### src/rtl/snake_pkg.sv
// ---------------------------------------------------------------------------
// snake_pkg
// Shared types and constants for the snake game grid logic. Used by the
// position-to-grid converter, the grid-to-position scanner and the food
// generator.
//   GRID_DIM   : cells per row and per column (fixed at 16)
//   NUM_CELLS  : total cells in the grid
//   POS_W      : width of a linear cell position (row*16+col)
//   CNT_W      : width of a match counter; must hold NUM_CELLS itself
// ---------------------------------------------------------------------------
package snake_pkg;

    localparam int GRID_DIM  = 16;
    localparam int NUM_CELLS = GRID_DIM * GRID_DIM;
    localparam int POS_W     = 8;
    localparam int CNT_W     = 9;

    // grid[row][col]
    typedef logic [GRID_DIM-1:0][GRID_DIM-1:0] grid_t;
    typedef logic [POS_W-1:0]                  pos_t;

    typedef enum logic [1:0] {
        IDLE = 2'd0,
        SCAN = 2'd1,
        DONE = 2'd2
    } scan_state_t;

endpackage

### src/rtl/grid2pos_scan.sv
// ---------------------------------------------------------------------------
// grid2pos_scan
// Snapshots a 16x16 occupancy grid and walks it in row-major order, emitting
// the linear position of every matching cell on a valid/ready stream.
// Matching means occupied (find_free=0) or free (find_free=1). The number of
// accepted positions is reported on count when the scan finishes.
//
// Ports:
//   clk        in   system clock
//   reset_n    in   asynchronous active-low reset
//   start      in   begin a scan (looked at only in IDLE)
//   find_free  in   0: emit occupied cells, 1: emit free cells; latched at start
//   abort      in   synchronous cancel of a running scan
//   grid       in   occupancy grid, grid[row][col]
//   pos_out    out  current matching position, row*16+col
//   pos_valid  out  pos_out is a matching cell
//   pos_ready  in   consumer accepts pos_out
//   busy       out  scan in progress
//   done       out  one-cycle pulse when a scan completes
//   count      out  matches accepted in the last scan (0..256)
//
// State | meaning
// IDLE  | waiting for start; count shows the previous result
// SCAN  | examining cell idx; holds on a match until handshake
// DONE  | one-cycle completion pulse, then back to IDLE
// ---------------------------------------------------------------------------
module grid2pos_scan
    import snake_pkg::*;
(
    input  logic             clk,
    input  logic             reset_n,
    input  logic             start,
    input  logic             find_free,
    input  logic             abort,
    input  grid_t            grid,
    output pos_t             pos_out,
    output logic             pos_valid,
    input  logic             pos_ready,
    output logic             busy,
    output logic             done,
    output logic [CNT_W-1:0] count
);

    localparam pos_t LAST_IDX = pos_t'(NUM_CELLS - 1);

    scan_state_t      state_q;
    grid_t            snap_q;
    logic             find_free_q;
    pos_t             idx_q;
    logic [CNT_W-1:0] count_q;

    logic cell_bit;
    logic match;

    // All outputs decode purely from registers, so neither grid nor
    // pos_ready has a combinational path to the stream.
    assign cell_bit  = snap_q[idx_q[7:4]][idx_q[3:0]];
    assign match     = (cell_bit != find_free_q);

    assign busy      = (state_q == SCAN);
    assign done      = (state_q == DONE);
    assign pos_valid = busy && match;
    assign pos_out   = busy ? idx_q : '0;
    assign count     = count_q;

    always_ff @(posedge clk or negedge reset_n) begin
        if (!reset_n) begin
            state_q     <= IDLE;
            snap_q      <= '0;
            find_free_q <= 1'b0;
            idx_q       <= '0;
            count_q     <= '0;
        end else begin
            case (state_q)
                IDLE: begin
                    if (start) begin
                        snap_q      <= grid;
                        find_free_q <= find_free;
                        idx_q       <= '0;
                        count_q     <= '0;
                        state_q     <= SCAN;
                    end
                end
                SCAN: begin
                    // abort wins over a same-cycle handshake; that transfer
                    // is dropped and not counted.
                    if (abort) begin
                        state_q <= IDLE;
                    end else if (!match || pos_ready) begin
                        if (match) begin
                            count_q <= count_q + CNT_W'(1);
                        end
                        if (idx_q == LAST_IDX) begin
                            state_q <= DONE;
                        end else begin
                            idx_q <= idx_q + pos_t'(1);
                        end
                    end
                end
                DONE: begin
                    state_q <= IDLE;
                end
                default: begin
                    state_q <= IDLE;
                end
            endcase
        end
    end

endmodule
### config.mk
export PLATFORM = sky130hd
export DESIGN_NAME = grid2pos_scan
export DESIGN_NICKNAME = d
export VERILOG_FILES = /design/src/rtl/snake_pkg.sv /design/src/rtl/grid2pos_scan.sv
export SDC_FILE = /design/constraint.sdc
export NUM_CORES = 1
export LEC_CHECK = 0
export ABC_AREA = 1
export ABC_CLOCK_PERIOD_IN_PS = 4100
export BUFFER_PORTS_ARGS = -buffer_cell sky130_fd_sc_hd__buf_2
export CAP_MARGIN = 20
export CORE_ASPECT_RATIO = 1.5
export CORE_MARGIN = 1.5
export CORE_UTILIZATION = 55
export CTS_CLUSTER_SIZE = 8
export DETAILED_ROUTE_END_ITERATION = 6
export PLACE_DENSITY = 0.9
export SYNTH_ARGS = -nofsm -noshare
export SYNTH_HDL_FRONTEND = slang
export SYNTH_SLANG_ARGS = --single-unit
### constraint.sdc
create_clock -name clk -period 4.1 [get_ports clk]
set_clock_uncertainty 0.2 [all_clocks]
set_input_delay 0.205 -clock clk [delete_from_list [all_inputs] [get_ports clk]]
set_output_delay 0.205 -clock clk [all_outputs]
set_load 0.005 [all_outputs]
Word level (Yosys, flattened, before mapping). Index checks and enable logic that the tools add are counted.

Flip-flop bits (word level): 276. Bits in latches: 0. RAM bits: 0. ROM bits: 0. Logic and storage cells: 64. Memories: 0.

$add $sub $neg: 2. $mul: 0. Divide/modulo/power cells: 0. $lt $le $gt $ge: 2. Equality and inequality tests: 11. Shift-type cells: 0. Muxes and demuxes: 20. Bitwise gates (word level): 0. Reductions and logical operators: 9.

Operators by type and width (number): $bmux 16 s4 (1); $mux 8 (5); $mux 9 (4); $pmux 9 s2 (1); $mux 16 (1); $pmux 8 s2 (1); $lt 4x5->1 const B (2); $reduce_and 5->1 (2); $add 9x1->9 const B (1); $add 8x1->8 const B (1); $eq 8x8->1 const B (1); $mux 2 (4); $ne 2x2->1 const B (3); $ne 3x2->1 const B (2); $bmux 1 s4 (1); $ne 2x1->1 const B (2); $pmux 2 s2 (1); $reduce_and 3->1 (1); $eq 2x1->1 const B (1); $eq 2x2->1 const B (1); $logic_not 2->1 (1); $reduce_and 2->1 (1); $reduce_bool 2->1 (1); $logic_and 1x1->1 (1); 4 further kinds (4).

Depth between registers and ports, before layout.
Word-level depth: 10. Mapped depth: 20. Depth with buffers taken out: 18.

Worst setup path after synthesis. No wires, ideal clock.

Path kind: register to register. From: register idx_q[4]. To: register idx_q[7]. Data arrival time: 1953 ps. Required time: 3782 ps. Slack: 1829 ps. Stages on the path, launching flop included: 18. Cell sequence: dfrtp_1 buf_6 buf_2 buf_4 o211ai_1 o21ai_1 a21oi_1 nand2_1 nand3_1 nand3_1 nand3_2 nand2_1 nand2_1 nand2_1 nand3_4 nand3_2 nand2_1 nand2_1.

Cells in the longest elaborated chain, start to end: 9. Elaborated cells on any way between the ends: 16.

RTL lines: from (decl) (line grid2pos_scan.sv:49) `pos_t idx_q;`; from (signal assigned) (line grid2pos_scan.sv:96) `idx_q <= idx_q + pos_t'(1);`; $bmux 16 s4 (line grid2pos_scan.sv:57) `assign cell_bit = snap_q[idx_q[7:4]][idx_q[3:0]];`; $mux 16 (implied by the code) (line grid2pos_scan.sv:57); $bmux 1 s4 (line grid2pos_scan.sv:57); $mux 1 (implied by the code) (line grid2pos_scan.sv:57); $ne 1x1->1 (line grid2pos_scan.sv:58) `assign match = (cell_bit != find_free_q);`; $logic_not 1->1 (line grid2pos_scan.sv:89) `end else if (!match || pos_ready) begin`; $logic_or 1x1->1 (line grid2pos_scan.sv:89); $ne 2x1->1 (no source line); $reduce_and 5->1 (no source line).

Several ways; a longest one is shown, not always the timed one. The select of a mux whose other input is x is not followed. A chain may end at the register's enable or synchronous reset.

Worst setup path after layout.
From: register idx_q[4]. To: output port pos_valid.

Cells in the longest elaborated chain, start to end: 6.

RTL lines: $bmux 16 s4 (line grid2pos_scan.sv:57); $mux 16 (implied by the code) (line grid2pos_scan.sv:57); $bmux 1 s4 (line grid2pos_scan.sv:57); $mux 1 (implied by the code) (line grid2pos_scan.sv:57); $ne 1x1->1 (line grid2pos_scan.sv:58); $logic_and 1x1->1 (line grid2pos_scan.sv:62) `assign pos_valid = busy && match;`; to (decl) (line grid2pos_scan.sv:37) `output logic pos_valid,`.

Every way passes these cells. The select of a mux whose other input is x is not followed.

==> results.ini <==
[grt]
grt_pass1_wl_um = 86000
first_global_vias = 15100
grt_start_max_net_pins = 169
overflow = 0
grt_antenna_before_repair = 9
grt_util_overall = 0.460

[clock_tree]
clock_tree.root_cell = clkbuf_16
clock_pin_slew_worst_setup_and_hold_paths_ps = 50
clock_sink_count = 276
tritoncts.num_buffers = 40
cts_tree = built
max-clock-path-buffers = 3
ctsHtreeMaxLevel = 2
clk-insertion-delay-late_ps = 530
post-cts-setup-buffers = 0

[detailed_routing]
via_count = 14200
route.detailed.drc = 2
detail-route-antenna-nets = 0
wl_per_cell_um = 24.2
dr.pass1.iters = 7
wirelength_um = 56200
via_per_inst = 6.10
detail_route.iter0.violations = 1391

[setup_path]
critical_path.slowest_cell = buf_12
arrival_ps = 3700
chain_of_cells_forming_the_critical_path = buf_12 > nor2_1 > nor2_1 > o21ai_0 > nand3_1 > nand3_1 > nand2_1 > nand3_1 > nand3_1 > nand3_2 > nand3_1 > nand2_1 > nor2_1 > buf_2
path_class = reg2out
path_max_fanout = 168
critical_path_required_time_ps = 3690
critical-path-max-stage-delay_ps = 500
cp-start-kind = flop
timing.critical_path.to_type = primary output
crit_top_cell = nand3_1

[floorplan]
dieArea_um2 = 25300
floorplan.die.width_um = 130
initial_utilization = 0.562
number_of_cell_rows = 69
io-pin-count = 282
die_height_um = 194
core_um2 = 23800

[finish]
finish.instance_area_um2 = 18700
multiInputGateArea_um2 = 5640
mostFrequentLayoutCell = buf_2
synthToLayoutAreaGrowth_pct = 39.3
final-seq-area_um2 = 6910
utilization = 0.783
num-fill-cells = 1377
most-common-layout-cells = buf_2 (280), dfrtp_1 (274), nand2_1 (263), dlygate4sd3_1 (261), nor2_1 (239)
layout.nets = 2257
layout-drive-gt1-share = 0.263

[pwr]
share_comb_of_total_power = 0.238
cellInternalPower_mw = 6.05
powerDensity_nw_per_um2 = 471
ir_worst_vdd_mv = 0.423
swShare = 0.312
clock_power_share = 0.344
cellLeakagePower_nw = 8.96
pwr-share-seq = 0.418
switching_power_mw = 2.74

[min_path]
timing.hold.worst.class = in2async

[logic_synthesis]
synth-seq-area-share = 0.516
cell_type_with_the_largest_total_area_after_synthesis = dfrtp_1
ys_top_cells_by_area = dfrtp_1 (52%), mux2_2 (14%), nand2_1 (7.4%)
yosys_warnings = 0
post_synth_inst_count = 1487
avg_cell_area_syn_um2 = 9.01
netlist-cell-type-count = 27
synthesis.nets = 1751
synthesis.area_um2 = 13400
synth_top_area_frac = 0.516
synth.ff_latch_count = 276

[sta]
timing.final.crit_period_ps = 4100
timing.final.hold_violations = 0
worst_slack_ps = -3.37
worstMarginPinSlew_ps = 998
max_freq_mhz = 244
grt_setup_unrepaired = false
slew_viol_final = 0
final_setup_fails = 1
max-slew-margin-rel = 0.334
hold_slack_ps = 132
fin_crit_sh = 1.00

[status]
run_status = finished with violations
violations_in_the_final_reports = DRC, setup timing

[placed_design]
hpwl_um = 26800
globalplace.congestion = 0.937
buffer_ports.inserted = 281
postPlaceCellArea_um2 = 14900

[run]
drv.max_cap_violation_count = 0

-- sequential cells by signal, indices dropped and copies added (netlist names) --
name,flops
state_q,2
find_free_q,1
count,9
idx_q,8
snap_q,256
-- cell usage after synthesis (all sizes together) --
library cell    n
nor4            1
inv           106
clkinv          3
o21ai          41
clkbuf         44
nand4          17
nor2          239
dfrtp         276
xor2            1
nand2         265
ha              2
mux2          171
a21oi         110
xnor2           1
buf            48
and3            1
o211ai         15
nand3         142
nor3            4
-- worst max-delay path: cells and delay by family, from the launching register on --
family / cells / cell delay (ps)
flip-flops: 1 / 440
AO/OA/AOI/OAI: 1 / 180
buffers and inverters: 2 / 670
AND/OR/NAND/NOR: 11 / 1650
-- what timing repair did --
| action | CTS | global route |
|---|---|---|
| endpoints found under the setup margin | 0 | 2 |
| hold endpoints to repair | 384 | 0 |
| hold buffers | 261 | 0 |
| gates resized for setup | 0 | 7 |
-- cell type report --
| type | instances | share of cell area |
|---|---|---|
| inverters | 109 | 0.0221 |
| diodes | 8 | 0.00107 |
| clock buffers | 42 | 0.0552 |
| well taps | 319 | 0.0214 |
| clock inverters | 3 | 0.00255 |
| flip-flops and latches | 276 | 0.370 |
| repair buffers | 556 | 0.225 |
| multi-input cells | 1010 | 0.302 |
-- through the flow --
| stage | worst slack (ps) | instances | total power, mW | setup TNS [ps] |
|---|---|---|---|---|
| after floorplan | 1830 | 1487 | 4.69 | 0 |
| after global placement | 902 | 2009 | 5.20 | 0 |
| after detailed placement | 876 | 2009 | 5.31 | 0 |
| after CTS | 324 | 2315 | 8.44 | 0 |
| after global routing | 19.7 | 2319 | 9.08 | 0 |
| final | -3.37 | 2323 | 8.78 | -3.37 |
-- layer usage --
layer	global-route usage	up-vias	wire, um
li1	-	5880	-
met1	0.489	6659	18000
met2	0.734	1182	27100
met3	0.159	443	5560
met4	0.361	2	5620
met5	0	-	13
-- power groups by stage --
stage	registers, mW	logic [mW]	clock network (mW)
after floorplan	3.52	1.17	0
after global placement	3.57	1.63	0
after detailed placement	3.61	1.70	0
after CTS	3.58	1.91	2.96
after global routing	3.70	2.25	3.13
final	3.67	2.09	3.03
-- cell families after synthesis --
logic type      share of synthesized area
simple gates                        0.208
flops                               0.516
buf+inv                            0.0648
mux                                 0.144
compound gates                     0.0648
xor+xnor                          0.00131
fa+ha+maj                         0.00187
-- final timing paths --
kind / slack (ps) / start / end / cells past startpoint
max: -3 / idx_q[4] / pos_valid / 14
min reg2reg: 300 / snap_q[17] / snap_q[17] / 1
max reg2reg: 150 / idx_q[4] / state_q[1] / 15
min: 130 / reset_n / snap_q[203] / 2
min in group clk: 190 / start / snap_q[53] / 4
max in group asynchronous: 2330 / reset_n / snap_q[101] / 3
No activity file was read; power rests on OpenSTA's default activity.
